$ cat config.mk
export PLATFORM = sky130hd
export DESIGN_NAME = unconfig_int_sub_pipe
export DESIGN_NICKNAME = d
export VERILOG_FILES = /design/src/rtl/unconfig_int_sub_pipe.sv
export SDC_FILE = /design/constraint.sdc
export NUM_CORES = 1
export LEC_CHECK = 0
export ABC_AREA = 1
export BUFFER_PORTS_ARGS = -buffer_cell sky130_fd_sc_hd__buf_2
export CAP_MARGIN = 20
export CORE_MARGIN = 2
export CORE_UTILIZATION = 45
export CTS_BUF_LIST = sky130_fd_sc_hd__clkbuf_2 sky130_fd_sc_hd__clkbuf_4 sky130_fd_sc_hd__clkbuf_8
export CTS_CLUSTER_SIZE = 24
export DETAILED_ROUTE_END_ITERATION = 10
export HOLD_SLACK_MARGIN = 0.1
export PLACE_DENSITY = 0.77
export SLEW_MARGIN = 20
export SYNTH_ARGS = -nofsm -noshare
export SYNTH_HDL_FRONTEND = slang
export SYNTH_SLANG_ARGS = --single-unit
$ cat constraint.sdc
create_clock -name clk -period 1.8 [get_ports clk]
set_clock_uncertainty 0.15 [all_clocks]
set_input_delay 0.09 -clock clk [delete_from_list [all_inputs] [get_ports clk]]
set_output_delay 0.09 -clock clk [all_outputs]
set_load 0.01 [all_outputs]
$ cat src/rtl/unconfig_int_sub_pipe.sv
// Two-stage valid/ready truncating unsigned subtractor on the top OP_BITWIDTH bits.
// Optional macro SUB_SATURATE_EN clamps an underflowed difference to zero instead of wrapping.
module unconfig_int_sub_pipe #(
    parameter int unsigned OP_BITWIDTH        = 16,
    parameter int unsigned DATA_PATH_BITWIDTH = 16,
    parameter int unsigned CNT_W              = 8
) (
    input  logic                          clk,
    input  logic                          rst,
    input  logic [DATA_PATH_BITWIDTH-1:0] a,
    input  logic [DATA_PATH_BITWIDTH-1:0] b,
    input  logic                          in_valid,
    output logic                          in_ready,
    output logic [DATA_PATH_BITWIDTH-1:0] c,
    output logic                          borrow,
    output logic                          out_valid,
    input  logic                          out_ready,
    input  logic                          cnt_clr,
    output logic [CNT_W-1:0]              uf_cnt
);

    localparam int unsigned LOW_W = DATA_PATH_BITWIDTH - OP_BITWIDTH;

    logic [OP_BITWIDTH-1:0]        a_q, a_d, b_q, b_d;
    logic                          s1_valid_q, s1_valid_d;
    logic [DATA_PATH_BITWIDTH-1:0] c_q, c_d;
    logic                          borrow_q, borrow_d;
    logic                          out_valid_q, out_valid_d;
    logic [CNT_W-1:0]              uf_cnt_q, uf_cnt_d;

    logic                          s2_load_c;
    logic                          accept_c;
    logic                          xfer_c;
    logic [OP_BITWIDTH:0]          diff_ext_c;
    logic [OP_BITWIDTH-1:0]        res_top_c;
    logic                          unused_low_c;

    // Low operand bits are ignored by the operator.
    assign unused_low_c = ^{a, b};

    assign s2_load_c = s1_valid_q && (!out_valid_q || out_ready);
    assign in_ready  = !s1_valid_q || s2_load_c;
    assign accept_c  = in_valid && in_ready;
    assign xfer_c    = out_valid_q && out_ready;

    // Extra MSB of the widened subtraction is the borrow.
    assign diff_ext_c = {1'b0, a_q} - {1'b0, b_q};

    always_comb begin
        res_top_c = diff_ext_c[OP_BITWIDTH-1:0];
`ifdef SUB_SATURATE_EN
        if (diff_ext_c[OP_BITWIDTH]) begin
            res_top_c = '0;
        end
`endif
    end

    always_comb begin
        a_d         = a_q;
        b_d         = b_q;
        s1_valid_d  = s1_valid_q;
        c_d         = c_q;
        borrow_d    = borrow_q;
        out_valid_d = out_valid_q;
        uf_cnt_d    = uf_cnt_q;

        if (accept_c) begin
            a_d        = a[DATA_PATH_BITWIDTH-1 -: OP_BITWIDTH];
            b_d        = b[DATA_PATH_BITWIDTH-1 -: OP_BITWIDTH];
            s1_valid_d = 1'b1;
        end else if (s2_load_c) begin
            s1_valid_d = 1'b0;
        end

        if (s2_load_c) begin
            c_d         = DATA_PATH_BITWIDTH'(res_top_c) << LOW_W;
            borrow_d    = diff_ext_c[OP_BITWIDTH];
            out_valid_d = 1'b1;
        end else if (out_ready) begin
            out_valid_d = 1'b0;
        end

        // Clear wins over a same-cycle increment; count saturates at all-ones.
        if (cnt_clr) begin
            uf_cnt_d = '0;
        end else if (xfer_c && borrow_q && (uf_cnt_q != {CNT_W{1'b1}})) begin
            uf_cnt_d = uf_cnt_q + CNT_W'(1);
        end
    end

    always_ff @(posedge clk) begin
        if (!rst) begin
            a_q         <= '0;
            b_q         <= '0;
            s1_valid_q  <= 1'b0;
            c_q         <= '0;
            borrow_q    <= 1'b0;
            out_valid_q <= 1'b0;
            uf_cnt_q    <= '0;
        end else begin
            a_q         <= a_d;
            b_q         <= b_d;
            s1_valid_q  <= s1_valid_d;
            c_q         <= c_d;
            borrow_q    <= borrow_d;
            out_valid_q <= out_valid_d;
            uf_cnt_q    <= uf_cnt_d;
        end
    end

    assign c         = c_q;
    assign borrow    = borrow_q;
    assign out_valid = out_valid_q;
    assign uf_cnt    = uf_cnt_q;

endmodule

==> results of run 1 <==
-- power by group --
part | switching, W | internal [W]
Combinational | 0.000574 | 0.000465
Clock | 0.000535 | 0.000628
Sequential | 0.0000483 | 0.00139
Total | 0.00116 | 0.00249
-- layout by cell type (no fill, tap or decap), drive strengths merged, types with 17 or more instances in the layout --
| master | Yosys | routed |
|---|---|---|
| nand2 | 109 | 109 |
| buf | 5 | 90 |
| inv | 83 | 82 |
| nor2 | 66 | 66 |
| dfxtp | 59 | 59 |
| o21ai | 44 | 44 |
| a21oi | 40 | 40 |
| dlygate4sd3 | 0 | 35 |
| nand3 | 26 | 26 |
| ha | 17 | 17 |
-- registers in the layout (all words and copies together), names as in the netlist --
name,flops
s1_valid_q,1
c,16
a_q,16
borrow,1
out_valid,1
uf_cnt,8
b_q,16
-- Yosys cell counts --
| cell | instances |
|---|---|
| a21oi_1 | 39 |
| a21oi_2 | 1 |
| buf_2 | 5 |
| clkbuf_1 | 9 |
| dfxtp_1 | 59 |
| fa_1 | 1 |
| ha_1 | 17 |
| inv_1 | 81 |
| inv_2 | 1 |
| inv_4 | 1 |
| nand2_1 | 108 |
| nand2_2 | 1 |
| nand3_1 | 26 |
| nand3b_1 | 1 |
| nand4_1 | 5 |
| nor2_1 | 65 |
| nor2_2 | 1 |
| nor3_1 | 3 |
| o211a_1 | 1 |
| o211ai_1 | 3 |
| o21ai_0 | 43 |
| o21ai_4 | 1 |
| or2_2 | 1 |
| xnor2_1 | 4 |
| xor2_1 | 4 |
-- metrics by stage --
step	hold WS, ns	utilization
final	0.1816	0.6619
after floorplan	0.1049	-
after detailed placement	0.2034	0.5440
after CTS	0.1733	0.6383
after global routing	0.1925	0.6619
after global placement	0.1890	0.5440
-- worst max-delay path: stages, from the launching register on --
cell,delay (ns)
dfxtp_1,0.33
inv_1,0.08
ha_4,0.30
nand2_1,0.10
nor2_1,0.19
nand3_2,0.14
nand2_2,0.13
nand2_1,0.08
nand3_1,0.07
nand3_1,0.11
nand2_1,0.07
inv_1,0.03
-- metal layers --
metal  wire length [um]  vias to the layer above  share of wire
li1                   -                     1755              -
met1               3748                     1528           0.44
met2               4083                       85           0.48
met3                389                       21          0.046
met4                265                        0          0.031
met5                  0                        -              0
-- final timing paths --
path / start / endpoint / slack, ns / cells past startpoint
max: b_q[4]$_SDFFE_PN0P_ / c[15]$_SDFFE_PN0P_ / -0.1 / 11
min: in_valid / b_q[11]$_SDFFE_PN0P_ / 0.18 / 4
max reg2reg: b_q[4]$_SDFFE_PN0P_ / c[15]$_SDFFE_PN0P_ / -0.1 / 11
min reg2reg: b_q[12]$_SDFFE_PN0P_ / b_q[12]$_SDFFE_PN0P_ / 0.32 / 2
-- logic make-up after synthesis --
group | synth area share
adders and majority gates | 0.07326
AOI/OAI and AO/OA | 0.1473
DFF | 0.3718
xor gates and xnor gates | 0.02205
and+or+nand+nor | 0.2682
buffers and inverters | 0.1174
-- area by class of cell --
class                   count  area share
clock buffers              13     0.03818
well taps                  96     0.02656
repair buffers            125      0.1956
clock inverters             3    0.004704
multi-input cells         325      0.4029
inverters                  83     0.07028
flip-flops and latches     59      0.2618
-- repair_timing --
action,in CTS,in global routing
setup endpoints to repair,12,15
hold buffers,35,0
buffers inserted,1,6
pin swaps,3,14
resized for setup,16,24
endpoints found under the hold margin,44,0
gates cloned,0,0
==> impl_metrics.xml, run 1 <==
<?xml version="1.0" encoding="UTF-8"?>
<metrics>
  <group name="worst_setup_path">
    <metric name="critPathMaxFanout" unit="">4</metric>
    <metric name="end_kind" unit="">flip-flop</metric>
    <metric name="critical_path_required" unit="ns">1.88</metric>
    <metric name="path_class" unit="">reg -&gt; reg</metric>
    <metric name="critical_path_arrival" unit="ns">1.98</metric>
    <metric name="launching_element_type_of_the_critical_path" unit="">flip-flop</metric>
  </group>
  <group name="global_route">
    <metric name="first_pass_grt_wire_length" unit="um">13380</metric>
    <metric name="grt_start_max_net_pins" unit="">40</metric>
    <metric name="grt.met2_usage" unit="">0.3898</metric>
    <metric name="globalRouteTotalUtil" unit="">0.2218</metric>
    <metric name="use_met3" unit="">0.04147</metric>
    <metric name="use_met1" unit="">0.2601</metric>
    <metric name="grt_antenna_before_repair" unit="">0</metric>
    <metric name="grt_remaining_overflow" unit="">0</metric>
    <metric name="top_usage_layer" unit="">met2</metric>
    <metric name="first_global_vias" unit="">3066</metric>
  </group>
  <group name="logic_synthesis">
    <metric name="yosysTopAreaCell" unit="">dfxtp_1</metric>
    <metric name="synth_area_per_cell" unit="um2">6.605</metric>
    <metric name="yosys-top-cells-area" unit="">dfxtp_1, nand2_1, inv_1</metric>
    <metric name="synth_sequential_area_ratio" unit="">0.3718</metric>
    <metric name="synth.net_count" unit="">536</metric>
    <metric name="yosys_register_bits" unit="">59</metric>
    <metric name="yosysWarnings" unit="">0</metric>
    <metric name="post-synth-top-area-fraction" unit="">0.3718</metric>
    <metric name="gate_count_after_technology_mapping" unit="">481</metric>
    <metric name="synthDistinctLibCells" unit="">25</metric>
    <metric name="synthesis.area" unit="um2">3177</metric>
  </group>
  <group name="power">
    <metric name="post-layout-total-power" unit="W">0.003644</metric>
    <metric name="power.leakage" unit="nW">2.288</metric>
    <metric name="vdd.ir_drop.worst" unit="mV">0.6251</metric>
    <metric name="power-per-cell-area" unit="nW/um2">805.9</metric>
  </group>
  <group name="cells_and_area">
    <metric name="fin_nets" unit="">658</metric>
    <metric name="n_antenna_cell" unit="">0</metric>
    <metric name="fraction_of_layout_instances_using_a_drive_strength_above_1" unit="">0.2484</metric>
    <metric name="fill_cells" unit="">581</metric>
    <metric name="multi_input_combinational_cell_area" unit="um2">1822</metric>
    <metric name="finalInstanceArea" unit="um2">4522</metric>
    <metric name="fin_cells" unit="">704</metric>
    <metric name="syn_to_final_growth" unit="%">42.34</metric>
    <metric name="ff_latch_area" unit="um2">1184</metric>
  </group>
  <group name="cts">
    <metric name="cts_sinks" unit="">59</metric>
    <metric name="tritoncts_clock_tree" unit="">yes</metric>
    <metric name="clk_transition_reported_paths" unit="ns">0.07</metric>
    <metric name="cts_buffers" unit="">9</metric>
    <metric name="clockBufferDepth" unit="">2</metric>
    <metric name="insertion_delay" unit="ns">0.34</metric>
    <metric name="htree_levels" unit="">3</metric>
    <metric name="ctsRootBufferMaster" unit="">clkbuf_8</metric>
  </group>
  <group name="run_status">
    <metric name="outcome" unit="">finished with violations</metric>
    <metric name="violations_in_the_final_reports" unit="">setup timing</metric>
  </group>
  <group name="sta">
    <metric name="setup_total_negative_slack" unit="ns">-0.2507</metric>
    <metric name="final_hold_viol_count" unit="">0</metric>
    <metric name="min_period_over_period" unit="">1.054</metric>
    <metric name="finalSetupViolCount" unit="">3</metric>
    <metric name="worst_pin_slew" unit="ns">0.5223</metric>
    <metric name="grt_setup_unrepaired" unit="">yes</metric>
    <metric name="max_slew_margin" unit="">0.6514</metric>
    <metric name="period_minus_slack" unit="ns">1.897</metric>
    <metric name="maxClockFrequency" unit="MHz">527.1</metric>
    <metric name="slew_violations" unit="">0</metric>
    <metric name="setup_ws" unit="ns">-0.09711</metric>
  </group>
  <group name="worst_hold_path">
    <metric name="hold_class" unit="">in -&gt; reg</metric>
  </group>
  <group name="route">
    <metric name="drt_pass1_iterations" unit="">6</metric>
    <metric name="drc_errors" unit="">0</metric>
    <metric name="routed_wl" unit="um">8487</metric>
    <metric name="first_drt_iteration_drcs" unit="">143</metric>
    <metric name="post_drt_via_cell_ratio" unit="">4.814</metric>
    <metric name="avgRoutedWirePerCell" unit="um">12.06</metric>
    <metric name="via_count" unit="">3389</metric>
    <metric name="detail-route-antenna-nets" unit="">0</metric>
  </group>
  <group name="floorplanning">
    <metric name="fp.dieW" unit="um">88.02</metric>
    <metric name="initial_core_util" unit="">0.4650</metric>
    <metric name="die_area" unit="um2">7748</metric>
    <metric name="io_pins" unit="">64</metric>
    <metric name="area_inside_the_core_boundary" unit="um2">6832</metric>
    <metric name="die_height" unit="um">88.02</metric>
    <metric name="placement_rows" unit="">30</metric>
  </group>
  <group name="placement">
    <metric name="place.port_buffers" unit="">63</metric>
    <metric name="placed_cell_count" unit="">646</metric>
    <metric name="dpl-instance-area" unit="um2">3716</metric>
    <metric name="pre_cts_ws" unit="ns">-0.1137</metric>
    <metric name="dpl.hpwl" unit="um">5777</metric>
    <metric name="routabilityCongestion" unit="">0.9426</metric>
  </group>
  <group name="flow_run">
    <metric name="maxCapViolCount" unit="">0</metric>
  </group>
</metrics>
Note: power is estimated with default switching activity, not from simulation.
==> inputs of run 2 (changes only) <==
GPL_TIMING_DRIVEN = 0   (was not set)
==> impl_metrics.xml, run 2 (synthesized netlist as in run 1, its figures left out) <==
<?xml version="1.0" encoding="UTF-8"?>
<metrics>
  <group name="route">
    <metric name="drc_errors" unit="">0</metric>
    <metric name="drt_pass1_iterations" unit="">4</metric>
    <metric name="detail-route-antenna-nets" unit="">0</metric>
    <metric name="post_drt_via_cell_ratio" unit="">4.872</metric>
    <metric name="avgRoutedWirePerCell" unit="um">13.41</metric>
    <metric name="via_count" unit="">3381</metric>
    <metric name="routed_wl" unit="um">9304</metric>
    <metric name="first_drt_iteration_drcs" unit="">198</metric>
  </group>
  <group name="sta">
    <metric name="max_slew_margin" unit="">0.6444</metric>
    <metric name="setup_ws" unit="ns">-0.01683</metric>
    <metric name="worst_pin_slew" unit="ns">0.5335</metric>
    <metric name="slew_violations" unit="">0</metric>
    <metric name="period_minus_slack" unit="ns">1.817</metric>
    <metric name="min_period_over_period" unit="">1.009</metric>
    <metric name="grt_setup_unrepaired" unit="">yes</metric>
    <metric name="final_hold_viol_count" unit="">0</metric>
    <metric name="maxClockFrequency" unit="MHz">550.4</metric>
    <metric name="finalSetupViolCount" unit="">1</metric>
  </group>
  <group name="floorplanning">
    <metric name="initial_core_util" unit="">0.4650</metric>
    <metric name="fp.dieW" unit="um">88.02</metric>
    <metric name="io_pins" unit="">64</metric>
    <metric name="placement_rows" unit="">30</metric>
    <metric name="die_height" unit="um">88.02</metric>
    <metric name="area_inside_the_core_boundary" unit="um2">6832</metric>
    <metric name="die_area" unit="um2">7748</metric>
  </group>
  <group name="cells_and_area">
    <metric name="ff_latch_area" unit="um2">1189</metric>
    <metric name="multi_input_combinational_cell_area" unit="um2">1953</metric>
    <metric name="fill_cells" unit="">613</metric>
    <metric name="n_antenna_cell" unit="">0</metric>
    <metric name="fraction_of_layout_instances_using_a_drive_strength_above_1" unit="">0.2642</metric>
    <metric name="syn_to_final_growth" unit="%">42.38</metric>
    <metric name="fin_nets" unit="">648</metric>
    <metric name="layout.cells.most_common" unit="">nand2_1</metric>
    <metric name="most_frequent_cells_in_the_layout" unit="">nand2_1, inv_1, buf_2</metric>
  </group>
  <group name="power">
    <metric name="power.leakage" unit="nW">2.233</metric>
    <metric name="vdd.ir_drop.worst" unit="mV">0.6308</metric>
    <metric name="post-layout-total-power" unit="W">0.003701</metric>
    <metric name="power-per-cell-area" unit="nW/um2">818.3</metric>
  </group>
  <group name="worst_setup_path">
    <metric name="timing.rr.end" unit="">c[14]$_SDFFE_PN0P_</metric>
    <metric name="reg2reg_slack" unit="ns">-0.02</metric>
    <metric name="critPathMaxFanout" unit="">3</metric>
    <metric name="critical_path_required" unit="ns">1.89</metric>
    <metric name="launching_element_type_of_the_critical_path" unit="">flip-flop</metric>
    <metric name="end_kind" unit="">flip-flop</metric>
    <metric name="launch_point_of_the_worst_path" unit="">a_q[0]$_SDFFE_PN0P_</metric>
    <metric name="ff2ff_path_depth" unit="">11</metric>
    <metric name="path_class" unit="">reg -&gt; reg</metric>
    <metric name="critical_path_arrival" unit="ns">1.91</metric>
    <metric name="regToRegStartpoint" unit="">a_q[0]$_SDFFE_PN0P_</metric>
  </group>
  <group name="cts">
    <metric name="cts_buffers" unit="">9</metric>
    <metric name="clockBufferDepth" unit="">2</metric>
    <metric name="insertion_delay" unit="ns">0.35</metric>
    <metric name="cts_sinks" unit="">59</metric>
    <metric name="ctsRootBufferMaster" unit="">clkbuf_8</metric>
    <metric name="htree_levels" unit="">3</metric>
    <metric name="clk_transition_reported_paths" unit="ns">0.07</metric>
    <metric name="tritoncts_clock_tree" unit="">yes</metric>
  </group>
  <group name="global_route">
    <metric name="grt_antenna_before_repair" unit="">0</metric>
    <metric name="grt_remaining_overflow" unit="">0</metric>
    <metric name="first_global_vias" unit="">3168</metric>
    <metric name="grt_start_max_net_pins" unit="">12</metric>
    <metric name="first_pass_grt_wire_length" unit="um">14300</metric>
    <metric name="globalRouteTotalUtil" unit="">0.2380</metric>
  </group>
  <group name="worst_hold_path">
    <metric name="worstHoldEndpoint" unit="">a_q[2]$_SDFFE_PN0P_</metric>
    <metric name="min-delay-start" unit="">in_valid</metric>
    <metric name="hold_class" unit="">in -&gt; reg</metric>
    <metric name="worst_hold_path.num_cells" unit="">5</metric>
  </group>
  <group name="placement">
    <metric name="place.port_buffers" unit="">63</metric>
    <metric name="dpl.hpwl" unit="um">6149</metric>
    <metric name="routabilityCongestion" unit="">0.8845</metric>
    <metric name="pre_cts_ws" unit="ns">-0.1988</metric>
  </group>
  <group name="run_status">
    <metric name="violations_in_the_final_reports" unit="">setup timing</metric>
    <metric name="outcome" unit="">finished with violations</metric>
  </group>
  <group name="flow_run">
    <metric name="maxCapViolCount" unit="">0</metric>
  </group>
</metrics>
-- run 2: changes by cell type in the layout (fill, tap and decap cells not counted), moves of 5 or more --
cell,change
nand2_2,+8
clkbuf_1,+5
buf_4,-23
nand2_1,-9
buf_2,+5
-- run 2: layout make-up --
class	count	area share
repair buffers	101	0.1527
clock inverters	7	0.01521
clock buffers	9	0.02739
inverters	83	0.06943
plain buffers	14	0.01411
well taps	96	0.02656
multi-input cells	325	0.4318
flip-flops and latches	59	0.2628
-- run 2: worst max path at each step --
stage	cells after the start	end	slack (ns)
2_1_floorplan	11	c[8]$_SDFFE_PN0P_	0.02
3_3_place_gp	11	borrow$_SDFFE_PN0P_	-0.16
3_5_place_dp	11	borrow$_SDFFE_PN0P_	-0.20
4_1_cts	11	c[8]$_SDFFE_PN0P_	0.002
5_1_grt	11	c[14]$_SDFFE_PN0P_	-0.12
6_report	11	c[14]$_SDFFE_PN0P_	-0.02
-- run 2: metrics by stage --
stage | TNS, ns | cell area [um2] | cells | utilization | hold slack, ns
2_1_floorplan | 0 | 3177 | 481 | - | 0.1049
3_3_place_gp | -0.8402 | 3612 | 640 | 0.5288 | 0.1945
3_5_place_dp | -1.151 | 3612 | 640 | 0.5288 | 0.1966
4_1_cts | 0 | 4285 | 694 | 0.6273 | 0.1964
5_1_grt | -0.3281 | 4523 | 694 | 0.6621 | 0.2884
6_report | -0.01683 | 4523 | 694 | 0.6621 | 0.2096
-- run 2: worst max-delay path: stages, from the launching register on --
cell and delay [ns]:
dfxtp_2 0.32, inv_2 0.04, ha_4 0.15, fa_2 0.36, inv_2 0.09, nand2_1 0.09, nand3_2 0.12, nand2_1 0.10
nand3_1 0.09, nand2_1 0.05, nor2_1 0.09, nor2_1 0.04
-- run 2: where the power goes --
part           total [W]  leakage, nW  switching, W  internal [W]
clock            0.00120       0.0950      0.000571      0.000633
combinational    0.00105         1.65      0.000614      0.000436
sequential       0.00145        0.489     0.0000533       0.00139
-- run 2: timing repair --
item	CTS	global route
hold buffers	36	0
gates resized for setup	22	59
buffers inserted	2	0
endpoints found under the setup margin	12	41
pin swaps	7	13
hold endpoints to repair	43	0
-- run 2: metal layers --
| layer | track usage | vias up | share of wire |
|---|---|---|---|
| li1 | - | 1734 | - |
| met3 | 0.04053 | 20 | 0.039 |
| met5 | 0 | - | 0 |
| met2 | 0.4118 | 82 | 0.51 |
| met1 | 0.2953 | 1545 | 0.43 |
| met4 | 0.09229 | 0 | 0.022 |
